<file path="src/rtl/nz_bitmap_pack_pkg.sv">
`default_nettype none
// ============================================================================
// nz_bitmap_pack_pkg : shared sizes, FSM encoding and lane-slice helper
// Rev 1.0
// ============================================================================
package nz_bitmap_pack_pkg;

   localparam int C_DIM        = 4;
   localparam int C_SPAD_WIDTH = 64;
   localparam int C_ADDR_WIDTH = $clog2(C_SPAD_WIDTH);
   localparam int C_CNT_WIDTH  = $clog2(C_SPAD_WIDTH) + 1;

   typedef enum logic [0:0] {
      ST_IDLE  = 1'b0,
      ST_ACCUM = 1'b1
   } state_t;

   // Lane 0 sits in the MSBs of the address bus.
   function automatic int lane_lsb(input int lane, input int dim, input int addr_width);
      return addr_width * (dim - 1 - lane);
   endfunction

endpackage
`default_nettype wire

</file>
<file path="src/rtl/nz_bitmap_pack_if.sv">
`default_nettype none
// ============================================================================
// nz_bitmap_pack_if : beat input and packed-row output handshakes
// Rev 1.0
// ============================================================================
interface nz_bitmap_pack_if
   import nz_bitmap_pack_pkg::*;
#(
   parameter int DIM        = C_DIM,
   parameter int SPAD_WIDTH = C_SPAD_WIDTH
);
   localparam int ADDR_WIDTH = $clog2(SPAD_WIDTH);
   localparam int CNT_WIDTH  = $clog2(SPAD_WIDTH) + 1;

   logic                       in_valid;
   logic                       in_ready;
   logic [ADDR_WIDTH*DIM-1:0]  in_addr_bus;
   logic [DIM-1:0]             in_lane_vld;
   logic                       in_last;
   logic                       out_valid;
   logic                       out_ready;
   logic [SPAD_WIDTH-1:0]      out_bitmap;
   logic [CNT_WIDTH-1:0]       out_nnz;
   logic                       out_dup_err;

   modport master (
      output in_valid, in_addr_bus, in_lane_vld, in_last, out_ready,
      input  in_ready, out_valid, out_bitmap, out_nnz, out_dup_err
   );

   modport slave (
      input  in_valid, in_addr_bus, in_lane_vld, in_last, out_ready,
      output in_ready, out_valid, out_bitmap, out_nnz, out_dup_err
   );

endinterface
`default_nettype wire

</file>
<file path="src/rtl/nz_bitmap_pack_addr_decode.sv">
`default_nettype none
// ============================================================================
// nz_addr_decode : lane addresses -> OR'd one-hot row vector + in-beat dup flag
// Rev 1.0
// ============================================================================
module nz_addr_decode
   import nz_bitmap_pack_pkg::*;
#(
   parameter int DIM        = C_DIM,
   parameter int SPAD_WIDTH = C_SPAD_WIDTH
) (
   input  logic [$clog2(SPAD_WIDTH)*DIM-1:0] addr_bus,
   input  logic [DIM-1:0]                    lane_vld,
   output logic [SPAD_WIDTH-1:0]             onehot,
   output logic                              dup
);
   localparam int ADDR_WIDTH = $clog2(SPAD_WIDTH);
   localparam logic [SPAD_WIDTH-1:0] C_ONE = SPAD_WIDTH'(1);

   logic [ADDR_WIDTH-1:0] w_addr [DIM];

   for (genvar i = 0; i < DIM; i++) begin : g_lane
      assign w_addr[i] = addr_bus[lane_lsb(i, DIM, ADDR_WIDTH) +: ADDR_WIDTH];
   end

   always_comb begin
      onehot = '0;
      for (int i = 0; i < DIM; i++) begin
         if (lane_vld[i]) begin
            onehot = onehot | (C_ONE << w_addr[i]);
         end
      end
   end

   // Only pairs of qualified lanes count; garbage on idle lanes is ignored.
   always_comb begin
      dup = 1'b0;
      for (int i = 0; i < DIM; i++) begin
         for (int j = i + 1; j < DIM; j++) begin
            if (lane_vld[i] && lane_vld[j] && (w_addr[i] == w_addr[j])) begin
               dup = 1'b1;
            end
         end
      end
   end

endmodule
`default_nettype wire

</file>
<file path="src/rtl/nz_bitmap_pack.sv">
`default_nettype none
// ============================================================================
// nz_bitmap_pack : rebuilds a dense occupancy bitmap row from address beats
// Rev 1.0
// ============================================================================
module nz_bitmap_pack
   import nz_bitmap_pack_pkg::*;
#(
   parameter int DIM        = C_DIM,
   parameter int SPAD_WIDTH = C_SPAD_WIDTH
) (
   input  logic            clk,
   input  logic            reset,
   nz_bitmap_pack_if.slave bus
);
   localparam int CNT_WIDTH = $clog2(SPAD_WIDTH) + 1;

   state_t                r_state;
   state_t                w_state_nxt;

   logic [SPAD_WIDTH-1:0] r_acc;
   logic [SPAD_WIDTH-1:0] w_acc_eff;
   logic [SPAD_WIDTH-1:0] w_new;
   logic [SPAD_WIDTH-1:0] w_fresh;
   logic [CNT_WIDTH-1:0]  r_nnz_acc;
   logic [CNT_WIDTH-1:0]  w_new_cnt;
   logic [CNT_WIDTH-1:0]  w_nnz_total;
   logic                  r_dup_acc;
   logic                  w_dec_dup;
   logic                  w_beat_dup;

   logic                  w_in_ready;
   logic                  w_accept;
   logic                  w_row_done;

   logic                  r_out_valid;
   logic [SPAD_WIDTH-1:0] r_out_bitmap;
   logic [CNT_WIDTH-1:0]  r_out_nnz;
   logic                  r_out_dup;

   nz_addr_decode #(
      .DIM        (DIM),
      .SPAD_WIDTH (SPAD_WIDTH)
   ) u_decode (
      .addr_bus (bus.in_addr_bus),
      .lane_vld (bus.in_lane_vld),
      .onehot   (w_new),
      .dup      (w_dec_dup)
   );

   // Single output register: a new beat may enter whenever the held row leaves.
   assign w_in_ready = !r_out_valid || bus.out_ready;
   assign w_accept   = bus.in_valid && w_in_ready;
   assign w_row_done = w_accept && bus.in_last;

   // The accumulator is empty by construction in IDLE; masking makes that explicit.
   assign w_acc_eff  = (r_state == ST_ACCUM) ? r_acc : '0;
   assign w_fresh    = w_new & ~w_acc_eff;
   assign w_beat_dup = w_dec_dup || (|(w_new & w_acc_eff));

   always_comb begin
      w_new_cnt = '0;
      for (int i = 0; i < SPAD_WIDTH; i++) begin
         w_new_cnt = w_new_cnt + CNT_WIDTH'(w_fresh[i]);
      end
   end

   assign w_nnz_total = ((r_state == ST_ACCUM) ? r_nnz_acc : '0) + w_new_cnt;

   always_ff @(posedge clk) begin
      if (reset) begin
         r_state <= ST_IDLE;
      end else begin
         r_state <= w_state_nxt;
      end
   end

   always_comb begin
      w_state_nxt = r_state;
      case (r_state)
         ST_IDLE: begin
            if (w_accept && !bus.in_last) begin
               w_state_nxt = ST_ACCUM;
            end
         end
         ST_ACCUM: begin
            if (w_row_done) begin
               w_state_nxt = ST_IDLE;
            end
         end
         default: w_state_nxt = ST_IDLE;
      endcase
   end

   always_ff @(posedge clk) begin
      if (reset) begin
         r_acc     <= '0;
         r_nnz_acc <= '0;
         r_dup_acc <= 1'b0;
      end else if (w_accept) begin
         if (bus.in_last) begin
            r_acc     <= '0;
            r_nnz_acc <= '0;
            r_dup_acc <= 1'b0;
         end else begin
            r_acc     <= w_acc_eff | w_new;
            r_nnz_acc <= w_nnz_total;
            r_dup_acc <= ((r_state == ST_ACCUM) && r_dup_acc) || w_beat_dup;
         end
      end
   end

   // A last beat reloads the row even when the held one is consumed this cycle.
   always_ff @(posedge clk) begin
      if (reset) begin
         r_out_valid  <= 1'b0;
         r_out_bitmap <= '0;
         r_out_nnz    <= '0;
         r_out_dup    <= 1'b0;
      end else if (w_row_done) begin
         r_out_valid  <= 1'b1;
         r_out_bitmap <= w_acc_eff | w_new;
         r_out_nnz    <= w_nnz_total;
         r_out_dup    <= ((r_state == ST_ACCUM) && r_dup_acc) || w_beat_dup;
      end else if (bus.out_ready) begin
         r_out_valid  <= 1'b0;
      end
   end

   assign bus.in_ready    = w_in_ready;
   assign bus.out_valid   = r_out_valid;
   assign bus.out_bitmap  = r_out_bitmap;
   assign bus.out_nnz     = r_out_nnz;
   assign bus.out_dup_err = r_out_dup;

endmodule
`default_nettype wire

</file>
<file path="src/flat_wrapper.sv">
// flat-port wrapper written by rule: the top's interface ports become plain ports
module nz_bitmap_pack_flat import nz_bitmap_pack_pkg::*;
#(
   parameter int DIM        = C_DIM,
   parameter int SPAD_WIDTH = C_SPAD_WIDTH
)
  (clk, reset, bus_in_valid, bus_in_addr_bus, bus_in_lane_vld, bus_in_last, bus_out_ready, bus_in_ready, bus_out_valid, bus_out_bitmap, bus_out_nnz, bus_out_dup_err);
  nz_bitmap_pack_if #(.DIM(DIM), .SPAD_WIDTH(SPAD_WIDTH)) bus_i ();
  input  logic clk;
  input  logic reset;
  input wire logic [$bits(bus_i.in_valid)-1:0] bus_in_valid;
  input wire logic [$bits(bus_i.in_addr_bus)-1:0] bus_in_addr_bus;
  input wire logic [$bits(bus_i.in_lane_vld)-1:0] bus_in_lane_vld;
  input wire logic [$bits(bus_i.in_last)-1:0] bus_in_last;
  input wire logic [$bits(bus_i.out_ready)-1:0] bus_out_ready;
  output wire logic [$bits(bus_i.in_ready)-1:0] bus_in_ready;
  output wire logic [$bits(bus_i.out_valid)-1:0] bus_out_valid;
  output wire logic [$bits(bus_i.out_bitmap)-1:0] bus_out_bitmap;
  output wire logic [$bits(bus_i.out_nnz)-1:0] bus_out_nnz;
  output wire logic [$bits(bus_i.out_dup_err)-1:0] bus_out_dup_err;
  assign bus_i.in_valid = bus_in_valid;
  assign bus_i.in_addr_bus = bus_in_addr_bus;
  assign bus_i.in_lane_vld = bus_in_lane_vld;
  assign bus_i.in_last = bus_in_last;
  assign bus_i.out_ready = bus_out_ready;
  assign bus_in_ready = bus_i.in_ready;
  assign bus_out_valid = bus_i.out_valid;
  assign bus_out_bitmap = bus_i.out_bitmap;
  assign bus_out_nnz = bus_i.out_nnz;
  assign bus_out_dup_err = bus_i.out_dup_err;
  nz_bitmap_pack #(.DIM(DIM), .SPAD_WIDTH(SPAD_WIDTH)) u_core (.clk(clk), .reset(reset), .bus(bus_i));
endmodule
</file>
<file path="config.mk">
export PLATFORM = sky130hd
export DESIGN_NAME = nz_bitmap_pack_flat
export DESIGN_NICKNAME = d
export VERILOG_FILES = /design/src/rtl/nz_bitmap_pack_pkg.sv /design/src/rtl/nz_bitmap_pack_if.sv /design/src/rtl/nz_bitmap_pack_addr_decode.sv /design/src/rtl/nz_bitmap_pack.sv /design/src/flat_wrapper.sv
export SDC_FILE = /design/constraint.sdc
export NUM_CORES = 1
export LEC_CHECK = 0
export CORE_ASPECT_RATIO = 0.8
export CORE_UTILIZATION = 35
export CTS_CLUSTER_SIZE = 25
export DETAILED_ROUTE_END_ITERATION = 16
export SKIP_CTS_REPAIR_TIMING = 1
export SLEW_MARGIN = 0
export SYNTH_ARGS = -nofsm -noshare
export SYNTH_HDL_FRONTEND = slang
export SYNTH_SLANG_ARGS = --single-unit
</file>
<file path="constraint.sdc">
create_clock -name clk -period 12.5 [get_ports clk]
set_input_delay 3.125 -clock clk [delete_from_list [all_inputs] [get_ports clk]]
set_output_delay 3.125 -clock clk [all_outputs]
set_load 0.01 [all_outputs]
</file>
==> impl_metrics.csv, run 1 <==
group,metric,value,unit
status,status,"completed",
min_path,min_delay_path_depth,2,
placement,dp_worst_setup_slack,1.04,ns
cts,cts_tree,"done",
yosys,synth-compound-area-share,0.272,
cts,htreeDepth,4,
placement,portBuffers,106,
critical_path,max_stage_delay,0.77,ns
grt,antenna_found_initial,2,
critical_path,path_buf_inv,4,
critical_path,r2r-end,"u_core.r_nnz_acc[6]",
min_path,hold_path_class,"reg -> reg",
yosys,yosys.area_share.adder,0.137,
cts,clk_pin_slew,0.06,ns
floorplanning,dieWidth,196,um
placement,place_congestion,1.02,
finish,fin_nets,1432,
yosys,syn_area_per_cell,8.26,um^2
finish,diodes,0,
pwr,p_sw,0.000398,W
sta,rsz0062_at_grt,"false",
grt,grt_pass1_vias,9761,
min_path,min_from,"u_core.bus.out_dup_err",
pwr,clkPwrFrac,0.403,
drt,viasPerCell,6.01,
cts,cts_root_buffer,"clkbuf_16",
critical_path,end_kind,"flop",
sta,finalMaxSlewViolations,0,
drt,wl_per_cell,26.2,um
critical_path,reg2reg_slack,4.82,ns
yosys,synth_mux_area_frac,0,
pwr,power_density,103,mW/mm^2
finish,area_growth,16.6,%
sta,setup_tns,0,ns
drt,drtPass1Iterations,8,
critical_path,crit_family,"adder cells",
sta,relSlewSlack,0.237,
critical_path,r2r_cells,25,
yosys,synth_nets,1396,
finish,drive_gt1_frac,0.0737,
yosys,synth_edf_count,0,
yosys,ys_types,71,
yosys,synthCells,1280,
grt,grt_max_degree,78,
cts,cts_made_buffers,17,
sta,finClkSkew,0.0107,ns
drt,drtAntennaViolNets,0,
floorplanning,rows,56,
critical_path,path_common_cell,"fa_1",
floorplanning,coreArea,0.0295,mm^2
pwr,p_leak,4.39,nW
yosys,yosysWarnings,0,
drt,drt_iter0_markers,1447,
critical_path,crit_slowest_cell,"clkdlybuf4s50_1",
yosys,synth.yosys.seq_area_share,0.276,
sta,tightest_slew,1.14,ns
sta,finalCritPeriodShare,0.894,
pwr,vdd_ir_drop_max,0.0986,mV
pwr,p_comb_frac,0.216,
yosys,synth-xor-area-share,0.0364,
critical_path,criticalPathCategory,"in -> reg",
sta,setup_viol,0,
yosys,synthSimpleGateAreaFrac,0.205,
critical_path,cp_max_fo,11,
yosys,synth_top_family_by_area,"compound AO/OA/AOI/OAI gates",
flow_run,maxCapViolCount,0,
drt,drc,0,
sta,fin_crit,11.18,ns
critical_path,critPathArrivalTime,11.46,ns
yosys,synthArstFlopShare,0,
sta,clock.fmax,89.5,MHz
critical_path,critPathLaunchType,"input pin",
grt,grtUsageTotal,0.298,
yosys,syn-cell-area,0.0106,mm^2
yosys,synth_ff_type,"dfxtp_1",
yosys,ys_seq_elements,146,
pwr,p_int,0.000871,W
cts,clock_sinks,146,
floorplanning,initial_core_util,0.359,
cts,insertion_delay,0.44,ns
placement,dp_hpwl,34.3,mm
sta,setup_ws,1.32,ns
pwr,p_sw_frac,0.313,
floorplanning,pin_count,107,
grt,grt_pass1_wl,66.7,mm
cts,cts_buffer_depth,2,
floorplanning,die_area,0.0309,mm^2
drt,vias,10426,
pwr,p_seq_frac,0.381,
critical_path,cp.required,12.78,ns
drt,drt_wl_total,45.5,mm
sta,hold_viol_final,0,
floorplanning,die_h,157,um
grt,grt_overflow_total,0,
min_path,hold_end,"u_core.bus.out_dup_err",
placed cells by master (no fill, tap or decap), drive strengths merged, types with 28 or more instances in the layout:
cell / synthesis / layout
a21oi: 90 / 90
a22oi: 60 / 60
xnor2: 28 / 28
a21boi: 39 / 39
dfxtp: 146 / 146
fa: 55 / 55
inv: 60 / 61
nand2: 114 / 114
o22ai: 86 / 86
ha: 28 / 28
or2: 35 / 35
o21ai: 93 / 93
clkdlybuf4s50: 0 / 105
nor2: 105 / 105
layout make-up:
| cell class | instances | area, um^2 |
|---|---|---|
| clock inverters | 12 | 134 |
| inverters | 60 | 225 |
| clock buffers | 20 | 447 |
| repair buffers | 122 | 1180 |
| flip-flops and latches | 146 | 2930 |
| fillers | 2998 | 17200 |
| multi-input cells | 969 | 6920 |
| well taps | 406 | 508 |
kinds of logic after synthesis:
kind of cell / count (synthesis)
AO/OA/AOI/OAI: 444
XOR/XNOR: 44
adder cells (fa/ha/maj): 83
buffers and inverters: 165
flip-flops: 146
AND/OR/NAND/NOR: 398
through the flow:
stage	instance area, um^2	hold WS, ns	instances	utilization	power (W)
after floorplan	10600	0.448	1280	-	0.000665
after global placement	11800	0.435	1703	0.398	0.000760
final	12300	0.447	1735	0.418	0.00127
after detailed placement	11800	0.439	1703	0.398	0.000761
after global routing	12300	0.471	1735	0.418	0.00132
after CTS	12300	0.449	1735	0.418	0.00127
Yosys cell counts (8+ instances only):
cell         n  area share
dfxtp_1    146        0.28
nand2_1    114       0.040
nor2_1     105       0.037
o21ai_0     91       0.043
a21oi_1     90       0.043
o22ai_1     86       0.051
a22oi_1     60       0.043
inv_1       60       0.021
fa_1        55        0.10
clkbuf_1    53       0.019
a21boi_0    39       0.028
or2_2       33       0.020
ha_1        28       0.033
xnor2_1     28       0.023
buf_2       24       0.011
buf_4       20       0.014
nand4_1     16      0.0095
xor2_1      16       0.013
nand3_1     14      0.0066
nand4b_1    14       0.012
nand4bb_1   11       0.012
o221ai_1    11      0.0091
nand3b_1    10      0.0071
o22a_1      10      0.0083
a21o_1       9      0.0064
a22o_1       9      0.0075
nor3_1       8      0.0038
or4b_1       8      0.0076
or4bb_1      8      0.0085
how the worst max path moves through the flow:
| stage | startpoint | endpoint | slack (ns) | cells past startpoint |
|---|---|---|---|---|
| after CTS | bus_in_addr_bus[21] | u_core.r_nnz_acc[6] | 1.45 | 26 |
| after global placement | bus_in_addr_bus[4] | u_core.r_nnz_acc[6] | 1.0 | 28 |
| after floorplan | bus_in_addr_bus[21] | u_core.r_nnz_acc[6] | 2.49 | 28 |
| after global routing | bus_in_addr_bus[2] | u_core.r_nnz_acc[6] | 0.92 | 26 |
| final | bus_in_addr_bus[17] | u_core.r_nnz_acc[6] | 1.32 | 25 |
| after detailed placement | bus_in_addr_bus[21] | u_core.r_nnz_acc[6] | 1.04 | 26 |
routing by layer:
metal,GRT usage,routed length [um],up-vias
met5,0,14,-
met4,0.109,1560,2
met3,0.110,5630,82
met2,0.408,17900,602
met1,0.420,20400,5020
li1,-,-,4720
worst min-delay path: cells and delay by family, from the launching register on:
family / cells / cell delay [ns]
flops: 1 / 0.31
simple gates: 1 / 0.05
compound gates: 1 / 0.05
state kept, by name (all words and copies together) (netlist names), named ones only:
signal                  cells
u_core.bus.out_bitmap      64
u_core.bus.out_dup_err      1
u_core.bus.out_nnz          7
u_core.bus.out_valid        1
u_core.r_acc               64
u_core.r_dup_acc            1
u_core.r_nnz_acc            7
power by group through the flow:
| stage | Clock [W] | Sequential, W | Combinational (W) |
|---|---|---|---|
| 2_1_floorplan | 0 | 0.000490 | 0.000175 |
| 3_3_place_gp | 0 | 0.000493 | 0.000267 |
| 3_5_place_dp | 0 | 0.000493 | 0.000268 |
| 4_1_cts | 0.000520 | 0.000483 | 0.000270 |
| 5_1_grt | 0.000541 | 0.000484 | 0.000300 |
| 6_report | 0.000512 | 0.000483 | 0.000274 |
(Power assumes the default switching activity.)
==> run 2, diff against run 1 <==
--- a/config.mk
+++ b/config.mk
@@ -6,9 +6,11 @@
 export NUM_CORES = 1
 export LEC_CHECK = 0
 export CORE_ASPECT_RATIO = 0.8
+export CORE_MARGIN = 3
 export CORE_UTILIZATION = 35
 export CTS_CLUSTER_SIZE = 25
 export DETAILED_ROUTE_END_ITERATION = 16
+export DONT_BUFFER_PORTS = 1
 export SKIP_CTS_REPAIR_TIMING = 1
 export SLEW_MARGIN = 0
 export SYNTH_ARGS = -nofsm -noshare
==> run 2 against run 1 <==
Net effect:
- first-iteration DRC count is 9.4% lower
- setup slack improved by 0.69 ns
- non-clock buffer count is 116 lower
- via count fell by 1.0%
- die area up 4.6%
- combinational power fell by 20%
- clock skew up 0.0056 ns
- utilization shrank 3.7 points
- critical path depth rose by 1
- hold slack improved by 0.052 ns
- highest routed layer is now met4
==> impl_metrics.csv, run 2 (synthesis gave the netlist of run 1 again) <==
group,metric,value,unit
status,status,"completed",
critical_path,critPathLaunchType,"input pin",
min_path,min_from,"u_core.r_nnz_acc[0]",
critical_path,cp_max_fo,14,
critical_path,reg2reg_slack,4.59,ns
grt,grt_pass1_vias,9690,
grt,grt_max_degree,82,
finish,drive_gt1_frac,0.0734,
floorplanning,rows,56,
drt,drt_wl_total,43.9,mm
grt,grt_overflow_total,0,
sta,fin_crit,10.49,ns
sta,timing.hold.ws,0.499,ns
finish,area_growth,6.61,%
cts,cts_buffer_depth,2,
grt,antenna_found_initial,0,
drt,drtAntennaViolNets,0,
placement,place_congestion,1.07,
finish,final_common_cell,"dfxtp_1",
sta,relSlewSlack,0.241,
sta,rsz0062_at_grt,"false",
finish,fin_nets,1316,
floorplanning,die_area,0.0323,mm^2
drt,drc,0,
critical_path,critPathArrivalTime,10.87,ns
critical_path,cp.required,12.88,ns
placement,dp_hpwl,32.6,mm
floorplanning,die_h,161,um
cts,insertion_delay,0.44,ns
pwr,p_total,0.00128,W
floorplanning,coreArea,0.0296,mm^2
min_path,hold_path_class,"reg -> reg",
sta,setup_viol,0,
floorplanning,dieWidth,200,um
drt,viasPerCell,6.37,
grt,grtUsageTotal,0.268,
drt,wl_per_cell,27.1,um
cts,clock_sinks,146,
sta,hold_viol_final,0,
floorplanning,pin_count,107,
cts,clk_pin_slew,0.07,ns
min_path,hold_end,"u_core.r_nnz_acc[0]",
sta,finalMaxSlewViolations,0,
sta,finClkSkew,0.0163,ns
cts,cts_root_buffer,"clkbuf_16",
pwr,vdd_ir_drop_max,0.0837,mV
critical_path,criticalPathCategory,"in -> reg",
drt,vias,10317,
placement,portBuffers,0,
sta,tightest_slew,1.13,ns
sta,finalCritPeriodShare,0.839,
drt,drt_iter0_markers,1311,
grt,grt_pass1_wl,65.8,mm
pwr,p_leak,4.00,nW
cts,cts_made_buffers,17,
cts,cts_tree,"done",
drt,drtPass1Iterations,7,
finish,fill_cells,3091,
floorplanning,initial_core_util,0.358,
cts,htreeDepth,4,
min_path,min_delay_path_depth,2,
sta,clock.fmax,95.4,MHz
pwr,power_density,113,mW/mm^2
critical_path,end_kind,"flop",
finish,final_cell_mix,"dfxtp_1, nand2_1, nor2_1, o21ai_0, a21oi_1",
critical_path,r2r_cells,25,
finish,diodes,0,
flow_run,maxCapViolCount,0,
critical_path,r2r-end,"u_core.r_nnz_acc[6]",
sta,setup_tns,0,ns
==> run 2: stage by stage <==
stage	util	setup slack [ns]	area, um^2	instances
after floorplan	-	2.49	10600	1280
after CTS	0.381	2.11	11300	1619
after detailed placement	0.359	1.67	10600	1587
after global routing	0.381	1.67	11300	1619
after global placement	0.359	1.62	10600	1587
final	0.381	2.01	11300	1619
==> run 2: worst max path at each step <==
| stage | from | to | slack [ns] | depth (start not counted) |
|---|---|---|---|---|
| final | bus_in_lane_vld[2] | u_core.r_nnz_acc[6] | 2.01 | 26 |
| after global routing | bus_in_lane_vld[2] | u_core.r_nnz_acc[6] | 1.67 | 26 |
| after CTS | bus_in_lane_vld[2] | u_core.r_nnz_acc[6] | 2.11 | 26 |
| after detailed placement | bus_in_lane_vld[2] | u_core.r_nnz_acc[6] | 1.67 | 26 |
| after global placement | bus_in_lane_vld[2] | u_core.r_nnz_acc[6] | 1.62 | 26 |
| after floorplan | bus_in_addr_bus[21] | u_core.r_nnz_acc[6] | 2.49 | 28 |
==> run 2: critical path, stage by stage <==
cell,delay [ns]
or3b_1,0.63
o22ai_1,0.19
a211oi_1,0.85
a21oi_1,0.11
ha_1,0.34
fa_1,0.48
inv_1,0.05
fa_1,0.47
inv_1,0.05
fa_1,0.45
fa_1,0.51
fa_1,0.43
fa_1,0.51
fa_1,0.43
fa_1,0.52
ha_1,0.17
inv_1,0.06
fa_1,0.45
nor2b_1,0.12
o21ai_0,0.11
a21oi_1,0.22
o21a_1,0.13
nor2_1,0.05
xnor2_1,0.20
a22oi_1,0.09
nor2_1,0.11
==> run 2: final cells by class <==
cell class,instances,area [um^2],share of cell area
Sequential cell,146,2930,0.260
Clock buffer,18,439,0.0390
Tap cell,406,508,0.0451
Clock inverter,14,211,0.0188
Multi-Input combinational cell,969,6920,0.614
Timing Repair Buffer,6,45.0,0.00400
Inverter,60,225,0.0200
==> run 2: metal layers <==
layer  track usage  up-vias  part of all wire
met5             0        -                 0
met4        0.0980        0             0.043
met3         0.104      118              0.14
met2         0.351      687              0.38
met1         0.393     5030              0.44
li1              -     4482                 -
==> run 2: power breakdown <==
group | internal [W] | total [W] | switching, W
combinational | 0.0000799 | 0.000218 | 0.000139
sequential | 0.000474 | 0.000486 | 0.0000125
clock | 0.000346 | 0.000571 | 0.000225
total | 0.000900 | 0.00128 | 0.000376
==> edit, RTL diff (flow settings as in run 1) <==
Change the package constant `C_SPAD_WIDTH` from 64 to 128.
--- a/src/rtl/nz_bitmap_pack_pkg.sv
+++ b/src/rtl/nz_bitmap_pack_pkg.sv
@@ -6,7 +6,7 @@
 package nz_bitmap_pack_pkg;
 
    localparam int C_DIM        = 4;
-   localparam int C_SPAD_WIDTH = 64;
+   localparam int C_SPAD_WIDTH = 128;
    localparam int C_ADDR_WIDTH = $clog2(C_SPAD_WIDTH);
    localparam int C_CNT_WIDTH  = $clog2(C_SPAD_WIDTH) + 1;
 
Interface: changed (resized bus_in_addr_bus, bus_out_bitmap and bus_out_nnz); port bits go from 107 to 176. The function was not compared with the original's and may differ.
==> edit against run 1 <==
The run now ends with max-capacitance violations, max-slew violations left. Largest power group unchanged. Wire length increased to 2.9 times the old value. Register-to-register slack got worse by 1.2 ns. Power increased by 100%. Cell count increased by 120%. Sequential share of layout area decreased by 3.1 points. Synthesized area increased by 92%. Utilization increased by 5.2 points. Sequential cell count increased by 130. Final area increased by 120%. Via count increased by 130%. Worst setup slack got worse by 0.78 ns.
==> edit: results (changes against run 1) <==
Setup path
  – Arr. time, crit path: 12.45 ns (+0.99 ns)
  – Register-to-register setup slack: 3.66 ns (-1.16 ns)
  – CP Launch Type: input port
  – CP peak stage delay: 0.69 ns (-0.08 ns)
  – Crit path max fanout: 8 (-3)
  – CP Data Required Time: 13.00 ns (+0.22 ns)
  – Slowest cell on the critical path: o32ai_1

Yosys
  – Post-synthesis sequential area ratio: 0.273 (-0.00371)
  – Top_reg_cell synth: dfxtp_1
  – Synth top cells by count: 390 x nor2_1, 331 x nand2_1, 276 x dfxtp_1
  – Synth cell types: 65 (-8.5%)
  – Synth top area cells: dfxtp_1 27%, fa_1 12%, nor2_1 7.2%
  – Ys Warns: 0 (unchanged)
  – Post-synth ARST share: 0 (unchanged)
  – Post-Syn Nets: 2766 (+98%)
  – Syn Inst Count: 2569 (+100%)

Drt
  – Starting DRT DRC Count: 3636 (+150%)
  – Pre-Repair DR Iteration Count: 6 (-2)
  – DR vias: 24000 (+130%)
  – DRT Wirelength: 130000 um (+190%)

Placement
  – RD Place Congestion: 1.05 (+3.3%)
  – DP HPWL: 105000 um (+210%)
  – Placed cell area: 25600 sq um (+120%)
  – Placed Cells: 3700 (+120%)
  – IO Port Bufs: 175 (+65%)

Clocking
  – H-tree depth: 1 (-3)
  – Clk_lat worst skew: 0.59 ns (+0.15 ns)
  – Buffer depth of the longest clock path: 3 (+1)
  – CTS Buf Count: 30 (+13)

Power and ir drop
  – Peak VDD IR: 124 uV (+26%)
  – Static Leak: 0.0104 uW (+140%)

GRT
  – Tot GR Track Use: 0.431 (+0.132)
  – Largest net degree at the start of global routing: 180 (+130%)
  – First-pass GRT wire length: 178000 um (+170%)
  – Vias in the first global route: 22500 (+130%)
  – Initial antenna violation count: 3 (+1)

Cells and area
  – Share of cells above drive strength 1: 0.180 (+0.106)
  – Final cell count without fillers: 3759 (+120%)
  – Final nets: 3169 (+120%)

Timing
  – Final clock skew: 0.0221 ns (+0.0114 ns)
  – Fin. max-slew vios: 1 (+1)
  – Slew @ Worst Pin: 1.49 ns (+0.343 ns)

Outcome
  – Failing checks: max-capacitance violations, max-slew violations
  – Status: finished, violations left

Flow run
  – Max-Cap Viols: 1 (+1)

Worst hold path
  – HP Class: flip-flop to flip-flop
## edit: changes by cell type in the layout (fill, tap and decap cells not counted), moves of 40 or more
| cell | before | now |
|---|---|---|
| nand2_1 | 114 | 331 |
| nor3_1 | 8 | 48 |
| a22oi_1 | 60 | 111 |
| fa_1 | 55 | 117 |
| nor2_1 | 104 | 389 |
| dfxtp_1 | 145 | 275 |
| buf_4 | 16 | 401 |
| inv_1 | 60 | 124 |
| o21ai_0 | 91 | 32 |
| o22ai_1 | 86 | 202 |
| clkdlybuf4s50_1 | 105 | 174 |
## edit: routing by layer
layer / vias to the layer above / routed length, um / track usage
met3: 217 / 18100 / 0.153
met1: 12000 / 55700 / 0.611
met5: - / 9 / 0
met2: 1711 / 51400 / 0.599
li1: 10100 / - / -
met4: 2 / 4810 / 0.140
## edit: power breakdown
part           switching, uW  internal [uW]  total (uW)
Sequential              27.0            913         940
Combinational            377            262         639
Clock                    398            588         986
## edit: per-stage QoR
step,setup WS [ns],TNS (ns),utilization,hold WS [ns]
2_1_floorplan,1.13,0,-,0.427
3_3_place_gp,-0.139,-0.168,0.451,0.443
3_5_place_dp,-0.0996,-0.250,0.451,0.452
4_1_cts,0.464,0,0.470,0.460
5_1_grt,0.226,0,0.470,0.485
6_report,0.540,0,0.470,0.459
## edit: layout make-up
type                            instances  area, sq um
Tap cell                              760          951
Inverter                              124          465
Sequential cell                       276         5530
Fill cell                            5534        30100
Clock inverter                         13          178
Timing Repair Buffer                  606         5370
Clock buffer                           43          911
Multi-Input combinational cell       1934        13300
Antenna cell                            3         7.51
## edit: cells by family (layout without fill, tap and decap cells)
group | Yosys count | in the layout | synth area share
xor+xnor | 53 | 53 | 0.0229
compound gates | 635 | 635 | 0.220
buf+inv | 359 | 786 | 0.0710
simple gates | 1086 | 1086 | 0.271
fa+ha+maj | 160 | 160 | 0.142
other cells | 0 | 3 | 0
flops | 276 | 276 | 0.273
## edit: path summary, 6_finish.rpt
path,from,endpoint,cells after the start
worst max register to register,flip-flop,u_core.bus.out_nnz[6]$_SDFFE_PP0P_,28
worst max-delay path,bus_in_addr_bus[5],u_core.r_nnz_acc[7]$_SDFFE_PP0P_,31
worst min-delay path,u_core.bus.out_nnz[4]$_SDFFE_PP0P_,u_core.bus.out_nnz[4]$_SDFFE_PP0P_,2
worst min register to register,u_core.bus.out_nnz[4]$_SDFFE_PP0P_,u_core.bus.out_nnz[4]$_SDFFE_PP0P_,2
## edit: critical path: cells and delay by family
kind / cells / cell delay [ns]
XOR/XNOR: 1 / 0.11
AND/OR/NAND/NOR: 4 / 1.00
AO/OA/AOI/OAI: 8 / 1.71
buffers and inverters: 7 / 1.23
adder cells (fa/ha/maj): 11 / 5.23
